--- config.mk ---
export PLATFORM = sky130hd
export DESIGN_NAME = fetch_stage
export DESIGN_NICKNAME = d
export VERILOG_FILES = /design/src/rtl/fetch_stage_pkg.sv /design/src/rtl/fetch_stage_skid_buf.sv /design/src/rtl/fetch_stage.sv
export SDC_FILE = /design/constraint.sdc
export NUM_CORES = 1
export LEC_CHECK = 0
export CAP_MARGIN = 20
export CELL_PAD_IN_SITES_DETAIL_PLACEMENT = 2
export CELL_PAD_IN_SITES_GLOBAL_PLACEMENT = 2
export CORE_MARGIN = 1.5
export CORE_UTILIZATION = 35
export CTS_BUF_LIST = sky130_fd_sc_hd__clkbuf_4 sky130_fd_sc_hd__clkbuf_8 sky130_fd_sc_hd__clkbuf_16
export DETAILED_ROUTE_END_ITERATION = 8
export PLACE_DENSITY_LB_ADDON = 0.05
export SYNTH_ARGS = -nofsm -noshare
export SYNTH_HDL_FRONTEND = slang
export SYNTH_HIERARCHICAL = 1
export SYNTH_SLANG_ARGS = --single-unit
--- constraint.sdc ---
create_clock -name clk -period 2.6 [get_ports clk]
set_input_delay 0.52 -clock clk [delete_from_list [all_inputs] [get_ports clk]]
set_output_delay 0.52 -clock clk [all_outputs]
set_load 0.005 [all_outputs]
--- src/rtl/fetch_stage_pkg.sv ---
// Shared definitions for the instruction-fetch stage.
//   WORD_W            : instruction / address width (16)
//   word_t            : one instruction word or byte address
//   DEFAULT_RESET_PC  : PC loaded on reset
//   DEFAULT_NOP_INSTR : instruction presented to decode whenever valid=0
//   fetch_state_t     : REQ / HOLD / DRAIN / HALTED
//   pc_inc()          : PC + 2, wrapping modulo 2^16
package fetch_stage_pkg;

  localparam int WORD_W = 16;

  typedef logic [WORD_W-1:0] word_t;

  localparam word_t DEFAULT_RESET_PC  = 16'h0000;
  localparam word_t DEFAULT_NOP_INSTR = 16'h0800;

  typedef enum logic [1:0] {
    ST_REQ    = 2'd0,  // request outstanding
    ST_HOLD   = 2'd1,  // response parked in skid buffer, decode stalled
    ST_DRAIN  = 2'd2,  // waiting out a response that will be discarded
    ST_HALTED = 2'd3   // fetch stopped until reset
  } fetch_state_t;

  // 16-bit add naturally wraps 16'hFFFE -> 16'h0000.
  function automatic word_t pc_inc(input word_t pc);
    return pc + word_t'(2);
  endfunction

endpackage

--- src/rtl/fetch_stage_skid_buf.sv ---
// fetch_skid_buf: one-entry buffer holding an instruction and its PC+2.
// Catches a memory response that arrives while decode is stalled so the
// request does not have to be repeated.
// Ports:
//   clk, rst (async, active-low)
//   load                    : capture load_instr / load_pc_plus2, set full
//   clear                   : drop the entry (load wins if both asserted)
//   load_instr, load_pc_plus2 : entry to capture
//   full                    : entry present
//   instr, pc_plus2         : stored entry
module fetch_skid_buf
  import fetch_stage_pkg::*;
#(
  parameter word_t NOP_INSTR = DEFAULT_NOP_INSTR
) (
  input  logic              clk,
  input  logic              rst,
  input  logic              load,
  input  logic              clear,
  input  logic [WORD_W-1:0] load_instr,
  input  logic [WORD_W-1:0] load_pc_plus2,
  output logic              full,
  output logic [WORD_W-1:0] instr,
  output logic [WORD_W-1:0] pc_plus2
);

  logic  full_reg;
  word_t instr_reg;
  word_t pc_plus2_reg;

  always_ff @(posedge clk or negedge rst) begin
    if (!rst) begin
      full_reg     <= 1'b0;
      instr_reg    <= NOP_INSTR;
      pc_plus2_reg <= '0;
    end else if (load) begin
      full_reg     <= 1'b1;
      instr_reg    <= load_instr;
      pc_plus2_reg <= load_pc_plus2;
    end else if (clear) begin
      full_reg     <= 1'b0;
    end
  end

  assign full     = full_reg;
  assign instr    = instr_reg;
  assign pc_plus2 = pc_plus2_reg;

endmodule

--- src/rtl/fetch_stage.sv ---
// fetch_stage: instruction fetch + IF/ID pipeline register.
// Owns the PC, drives a variable-latency instruction memory and presents
// instr/valid/pc_plus2 to decode. Handles hazard stall, execute redirect and halt.
// Optional feature macro: FETCH_ALIGN_CHECK_EN
//   defined   : odd redirect_pc raises sticky err and halts fetch
//   undefined : redirect_pc bit0 is forced to 0, err tied low
// Ports:
//   clk, rst (async, active-low)
//   stall               : hold IF/ID and PC
//   redirect/redirect_pc: flush and refetch from redirect_pc
//   halt                : stop fetching (left only by reset)
//   imem_req/imem_addr  : memory request, held until imem_done
//   imem_done/imem_rdata: memory response
//   instr/valid/pc_plus2: IF/ID register to decode
//   err                 : misaligned redirect (feature build only)
module fetch_stage
  import fetch_stage_pkg::*;
#(
  parameter word_t RESET_PC  = DEFAULT_RESET_PC,
  parameter word_t NOP_INSTR = DEFAULT_NOP_INSTR
) (
  input  logic              clk,
  input  logic              rst,
  input  logic              stall,
  input  logic              redirect,
  input  logic [WORD_W-1:0] redirect_pc,
  input  logic              halt,
  output logic              imem_req,
  output logic [WORD_W-1:0] imem_addr,
  input  logic              imem_done,
  input  logic [WORD_W-1:0] imem_rdata,
  output logic [WORD_W-1:0] instr,
  output logic              valid,
  output logic [WORD_W-1:0] pc_plus2,
  output logic              err
);

  fetch_state_t state_reg, state_next;
  word_t        pc_reg, pc_next;
  word_t        instr_reg, instr_next;
  logic         valid_reg, valid_next;
  word_t        pc_plus2_reg, pc_plus2_next;
  word_t        drain_addr_reg, drain_addr_next;   // address of the discarded request
  logic         halt_pend_reg, halt_pend_next;     // DRAIN ends in HALTED, not REQ

  logic  req_phase;
  word_t pc_inc_val;
  logic  skid_load, skid_clear, skid_full;
  word_t skid_instr, skid_pc_plus2;
  logic  misaligned;
  word_t redirect_target;

`ifdef FETCH_ALIGN_CHECK_EN
  logic err_reg;

  assign misaligned      = redirect_pc[0];
  assign redirect_target = redirect_pc;

  always_ff @(posedge clk or negedge rst) begin
    if (!rst) begin
      err_reg <= 1'b0;
    end else if (redirect && misaligned && state_reg != ST_HALTED) begin
      err_reg <= 1'b1;
    end
  end

  assign err = err_reg;
`else
  assign misaligned      = 1'b0;
  assign redirect_target = redirect_pc & 16'hFFFE;
  assign err             = 1'b0;
`endif

  assign pc_inc_val = pc_inc(pc_reg);
  assign req_phase  = (state_reg == ST_REQ) || (state_reg == ST_DRAIN);

  // Request is forced low while reset is held even though state resets to REQ.
  assign imem_req   = req_phase & rst;
  // DRAIN keeps presenting the abandoned address until its response lands.
  assign imem_addr  = (state_reg == ST_DRAIN) ? drain_addr_reg : pc_reg;

  fetch_skid_buf #(
    .NOP_INSTR(NOP_INSTR)
  ) u_skid (
    .clk          (clk),
    .rst          (rst),
    .load         (skid_load),
    .clear        (skid_clear),
    .load_instr   (imem_rdata),
    .load_pc_plus2(pc_inc_val),
    .full         (skid_full),
    .instr        (skid_instr),
    .pc_plus2     (skid_pc_plus2)
  );

  always_ff @(posedge clk or negedge rst) begin
    if (!rst) begin
      state_reg      <= ST_REQ;
      pc_reg         <= RESET_PC;
      instr_reg      <= NOP_INSTR;
      valid_reg      <= 1'b0;
      pc_plus2_reg   <= pc_inc(RESET_PC);
      drain_addr_reg <= RESET_PC;
      halt_pend_reg  <= 1'b0;
    end else begin
      state_reg      <= state_next;
      pc_reg         <= pc_next;
      instr_reg      <= instr_next;
      valid_reg      <= valid_next;
      pc_plus2_reg   <= pc_plus2_next;
      drain_addr_reg <= drain_addr_next;
      halt_pend_reg  <= halt_pend_next;
    end
  end

  always_comb begin
    state_next      = state_reg;
    pc_next         = pc_reg;
    instr_next      = instr_reg;
    valid_next      = valid_reg;
    pc_plus2_next   = pc_plus2_reg;
    drain_addr_next = drain_addr_reg;
    halt_pend_next  = halt_pend_reg;
    skid_load       = 1'b0;
    skid_clear      = 1'b0;

    if (state_reg == ST_HALTED) begin
      valid_next = 1'b0;
      instr_next = NOP_INSTR;
    end else if (redirect) begin
      // Redirect outranks stall and halt: flush IF/ID and the skid entry.
      valid_next     = 1'b0;
      instr_next     = NOP_INSTR;
      skid_clear     = 1'b1;
      halt_pend_next = 1'b0;
      if (misaligned) begin
        state_next = ST_HALTED;
      end else begin
        pc_next = redirect_target;
        if (req_phase && !imem_done) begin
          state_next = ST_DRAIN;
          if (state_reg == ST_REQ) begin
            drain_addr_next = pc_reg;
          end
        end else begin
          state_next = ST_REQ;
        end
      end
    end else if (halt) begin
      valid_next = 1'b0;
      instr_next = NOP_INSTR;
      skid_clear = 1'b1;
      if (req_phase && !imem_done) begin
        // Let the outstanding request finish, then stop.
        state_next     = ST_DRAIN;
        halt_pend_next = 1'b1;
        if (state_reg == ST_REQ) begin
          drain_addr_next = pc_reg;
        end
      end else begin
        state_next = ST_HALTED;
      end
    end else begin
      case (state_reg)
        ST_REQ: begin
          if (imem_done) begin
            pc_next = pc_inc_val;
            if (stall) begin
              skid_load  = 1'b1;
              state_next = ST_HOLD;
            end else begin
              instr_next    = imem_rdata;
              valid_next    = 1'b1;
              pc_plus2_next = pc_inc_val;
            end
          end else if (!stall) begin
            // Decode consumed the previous entry; insert a bubble.
            valid_next = 1'b0;
            instr_next = NOP_INSTR;
          end
        end
        ST_HOLD: begin
          if (!stall && skid_full) begin
            instr_next    = skid_instr;
            pc_plus2_next = skid_pc_plus2;
            valid_next    = 1'b1;
            skid_clear    = 1'b1;
            state_next    = ST_REQ;
          end
        end
        ST_DRAIN: begin
          valid_next = 1'b0;
          instr_next = NOP_INSTR;
          if (imem_done) begin
            state_next     = halt_pend_reg ? ST_HALTED : ST_REQ;
            halt_pend_next = 1'b0;
          end
        end
        default: begin
          state_next = ST_HALTED;
        end
      endcase
    end
  end

  assign instr    = instr_reg;
  assign valid    = valid_reg;
  assign pc_plus2 = pc_plus2_reg;

endmodule

# After elaboration in Yosys (flattened, before gate mapping)
# Index checks and enable logic that the tools add are counted.
[word_totals] regBits=101 latchBits=0 ram_bits=0 mem_bits_ro=0 n_memories=0
[classes] n_addsub=1 n_mul=0 n_div=0 magnitude_cmp=0 n_eq_ne=14 shifts=0 n_mux=57 bitwise=4 n_reduce_logical=20
[op_table] operator="two-way mux 16 bit" count=19
[op_table] operator="one-hot mux 16 bit (3 select lines)" count=1
[op_table] operator="one-hot mux 16 bit (2 select lines)" count=1
[op_table] operator="two-way mux 1 bit" count=26
[op_table] operator="adder 16 x 2 -> 16 bit (second input constant)" count=1
[op_table] operator="two-way mux 2 bit" count=8
[op_table] operator="!= test 4 bit (second input constant)" count=4
[op_table] operator="!= test 5 bit (second input constant)" count=2
[op_table] operator="nonzero test 2 bit" count=5
[op_table] operator="!= test 2 bit (second input constant)" count=4
[op_table] operator="AND reduction 4 bit" count=2
[op_table] operator="AND reduction 7 bit" count=1
[op_table] operator="one-hot mux 2 bit (3 select lines)" count=1
[op_table] operator="nonzero test 3 bit" count=2
[op_table] operator="nonzero test 6 bit" count=1
[op_table] operator="AND reduction 5 bit" count=1
[op_table] operator="== test 2 bit (second input constant)" count=2
[op_table] operator="!= test 3 x 2 -> 1 bit (second input constant)" count=1
[op_table] operator="inverter 1 bit" count=3
[op_table] operator="one-hot mux 1 bit (3 select lines)" count=1
[op_table] operator="AND reduction 3 bit" count=1
[op_table] operator="== test 2 x 1 -> 1 bit (second input constant)" count=1
[op_table] operator="logical AND 1 bit" count=2
[op_table] operator="logical NOT 1 bit" count=2
[op_table] operator="other kinds (4)" count=4

# Longest topological paths before layout
[depth] ltp_word=9 mapped_depth=8

# Hierarchy
# The synthesis kept the hierarchy.
[modules_own_cells] mod="fetch_stage" instances=1 cells_per_inst=419 area_per_inst_um2=4031.4 seq_area_each_um2=1654.1
[modules_own_cells] mod="fetch_skid_buf" instances=1 cells_per_inst=71 area_per_inst_um2=1378.8 seq_area_each_um2=827.0

# Worst setup path before layout
# OpenSTA, ideal clock, no wires.
[synth_path] path_kind="register to output" startpoint="reg state_reg[0]" endpoint="out imem_addr[11]" t_arrival_ns=1.508 slack_ns=0.572 stages_incl_launch_ff=5 path_buffers=1 path_cell_list="dfrtp_1 > inv_1 > ha_1 > clkbuf_1 > mux2_2"
[synth_between] elab_chain_len=2
[synth_lines] item="from (decl)" line="fetch_stage.sv:38" rtl="fetch_state_t state_reg, state_next;"
[synth_lines] item="from (signal assigned)" line="fetch_stage.sv:106" rtl="state_reg <= state_next;"
[synth_lines] item="== test 2 bit" line="fetch_stage.sv:80" rtl="assign imem_addr = (state_reg == ST_DRAIN) ? drain_addr_reg : pc_reg;"
[synth_lines] item="two-way mux 16 bit" line="fetch_stage.sv:80"
[synth_lines] item="to (decl)" line="fetch_stage.sv:29" rtl="output logic [WORD_W-1:0] imem_addr,"
# Every way passes these cells.

# Final worst setup path
[layout_path] startpoint="reg state_reg[1]" endpoint="out imem_addr[1]"
# Same word-level chain as after synthesis.

==> results.toml <==
[status]
status = "finished, final reports clean"

[critical_path]
path_class = "reg -> out"
crit_arrival_ps = 2040
startpoint_type = "flop"
endpoint_kind = "output port"
critPathMaxFanout = 6
cp.required_ps = 2080

[sta]
timing.hold.ws_ps = 279.8
min_period_ps = 2557
finalCritPeriodShare = 0.9834
skew_ps = 9.962
slew_viol_final = 0
setup_violations = 0
max_slew_margin = 0.4874
max_freq_mhz = 391.1
worst_pin_slew_ps = 767.2
final-hold-violation-count = 0
fin_setup_tns_ps = 0

[power]
p_leak_uw = 0.002945
p_seq_frac = 0.342
power_density_mw_per_mm2 = 1152
power.share.clock = 0.188
power_uw = 7942
internal-power_uw = 5083
p_sw_uw = 2859
peakVddDrop_mv = 0.4848
combPwrFrac = 0.470
switching_share = 0.3600

[place]
io_buffers = 85
hpwl_mm = 10.71
place_inst = 754
gp_congestion = 0.7712

[route]
dr.pass1.iters = 4
vias = 4069
vias_per_cell = 5.264
wl_per_cell_microns = 19.41
postRouteAntennaNets = 0
drcViolationCount = 0
routed_wl_mm = 15.00
drtIter0Drc = 97

[layout]
layout.nets = 626
syn_to_final_growth_pct = 27.43
layout_common_cells = "dfrtp_1 (95), clkdlybuf4s50_1 (84), nand2_1 (47), mux2_2 (39), mux2_4 (29)"
finalNonFillerCells = 773
drive_gt1_frac = 0.2513
diodes = 0
final_common_cell = "dfrtp_1"

[synth]
yosysSeqAreaShare = 0.4586
syn_inst = 490
async_reset_ff_frac = 1.000
ys_types = 60
synth_area_sq_mm = 0.005410
synth_seq_cells = 99
synth_flop_cell = "dfrtp_1"
yosys_warnings = 6
synth_edf_count = 0
synth.avg_cell_area_sq_um = 11.04

[global_routing]
grt_pass1_vias = 4468
antenna_found_initial = 0
grt_overflow = 0
grt_max_degree = 100
grt_pass1_wl_mm = 24.71
groute.usage.overall = 0.1952

[floorplanning]
initial_core_util = 0.3572
dieHeight_microns = 127.3
die_w_microns = 127.3
ioPinCount = 89
core-area_sq_mm = 0.01515
fp-row-count = 45
dieArea_sq_mm = 0.01621

[clock_tree]
clk_path_buf_depth = 2
cts_hold_buf = 0
root_buffer = "clkbuf_16"
clk_latency_ps = 350
cts_sinks = 99
cts-buffers-inserted = 9
cts.clk_slew.worst_paths_ps = 70
h-tree-depth = 3
cts_tree = "yes"

[flow_run]
max_cap_violations = 0

[hold_path]
holdCritPathClass = "in -> async"
==> critical path, stage by stage (launching register included) <==
cell and delay, ps:
dfrtp_1 480, ha_4 210, clkbuf_4 170, o21ai_0 280
clkdlybuf4s50_1 560
==> kinds of logic (layout without fill, tap and decap cells) <==
logic type	after synthesis	count (layout)	share of synthesized area
flip-flops	99	99	0.4586
adder cells (fa/ha/maj)	8	8	0.01850
buffers and inverters	54	147	0.05874
AO/OA/AOI/OAI	107	107	0.1339
XOR/XNOR	7	7	0.01133
multiplexers	78	78	0.1802
AND/OR/NAND/NOR	136	136	0.1381
other	1	3	0.0006931
==> path summary, 6_finish.rpt <==
check | start | end | slack, ps | cells past startpoint
min in group clk | pc_plus2[7] | pc_plus2[7] | 470 | 2
setup reg to reg | state_reg[1] | u_skid/instr[13] | 340 | 5
hold / removal | rst | u_skid/pc_plus2[8] | 280 | 2
setup / recovery | state_reg[1] | imem_addr[1] | 40 | 4
max in group asynchronous | rst | state_reg[0] | 1850 | 2
hold reg to reg | pc_plus2[7] | pc_plus2[7] | 470 | 2
==> power groups by stage <==
stage | Clock (uW) | Sequential, uW | Combinational (uW)
after floorplan | 0 | 2490 | 2340
after global placement | 0 | 2660 | 3560
after detailed placement | 0 | 2730 | 3680
after CTS | 1550 | 2710 | 3750
after global routing | 1600 | 2810 | 4100
final | 1500 | 2710 | 3730
==> synthesized netlist by cell type (4+ instances only) <==
cell      count  area share
dfrtp_1      96        0.44
nand2_1      47       0.033
mux2_2       39       0.081
mux2_4       29       0.080
a21oi_1      22       0.020
nor2_1       21       0.015
o21ai_0      18       0.017
buf_2        15       0.014
inv_1        14      0.0097
clkbuf_1     11      0.0076
nand3_1      11       0.010
nor2b_1      11       0.013
a22oi_1      10       0.014
mux2i_1      10       0.019
nand2b_1     10       0.012
a211oi_1      8       0.011
ha_1          8       0.019
o22ai_1       8      0.0093
nor3_1        7      0.0065
or2_2         7      0.0081
o211ai_1      6      0.0083
o21ai_1       6      0.0056
o21a_1        5      0.0069
xnor2_1       5      0.0081
buf_4         4      0.0056
buf_6         4      0.0083
==> area by class of cell <==
| type | count | area [sq um] |
|---|---|---|
| well taps | 188 | 235.2 |
| clock buffers | 12 | 260.3 |
| clock inverters | 4 | 72.57 |
| fillers | 1539 | 8252 |
| flip-flops and latches | 99 | 2482 |
| multi-input cells | 339 | 2654 |
| repair buffers | 116 | 1131 |
| inverters | 15 | 58.81 |
==> repair_timing <==
item	CTS	global route
setup buffers	0	3
endpoints found under the hold margin	0	0
resized for setup	5	3
setup endpoints to repair	16	9
==> layer usage <==
| metal | wire (microns) | track usage | vias to the layer above |
|---|---|---|---|
| met3 | 419 | 0.02554 | 12 |
| met4 | 197 | 0.05816 | 0 |
| met1 | 7459 | 0.2876 | 2076 |
| met5 | 0 | 0 | - |
| met2 | 6925 | 0.2995 | 68 |
| li1 | - | - | 1913 |
==> stage by stage <==
stage	util	setup slack [ps]	cell area (sq um)
after floorplan	-	572.2	5418
after global placement	0.4297	146.7	6507
after detailed placement	0.4297	70.05	6507
after CTS	0.4533	4.980	6865
after global routing	0.4552	-4.883	6894
final	0.4552	43.21	6894
Power figures use the tool's default switching activity.
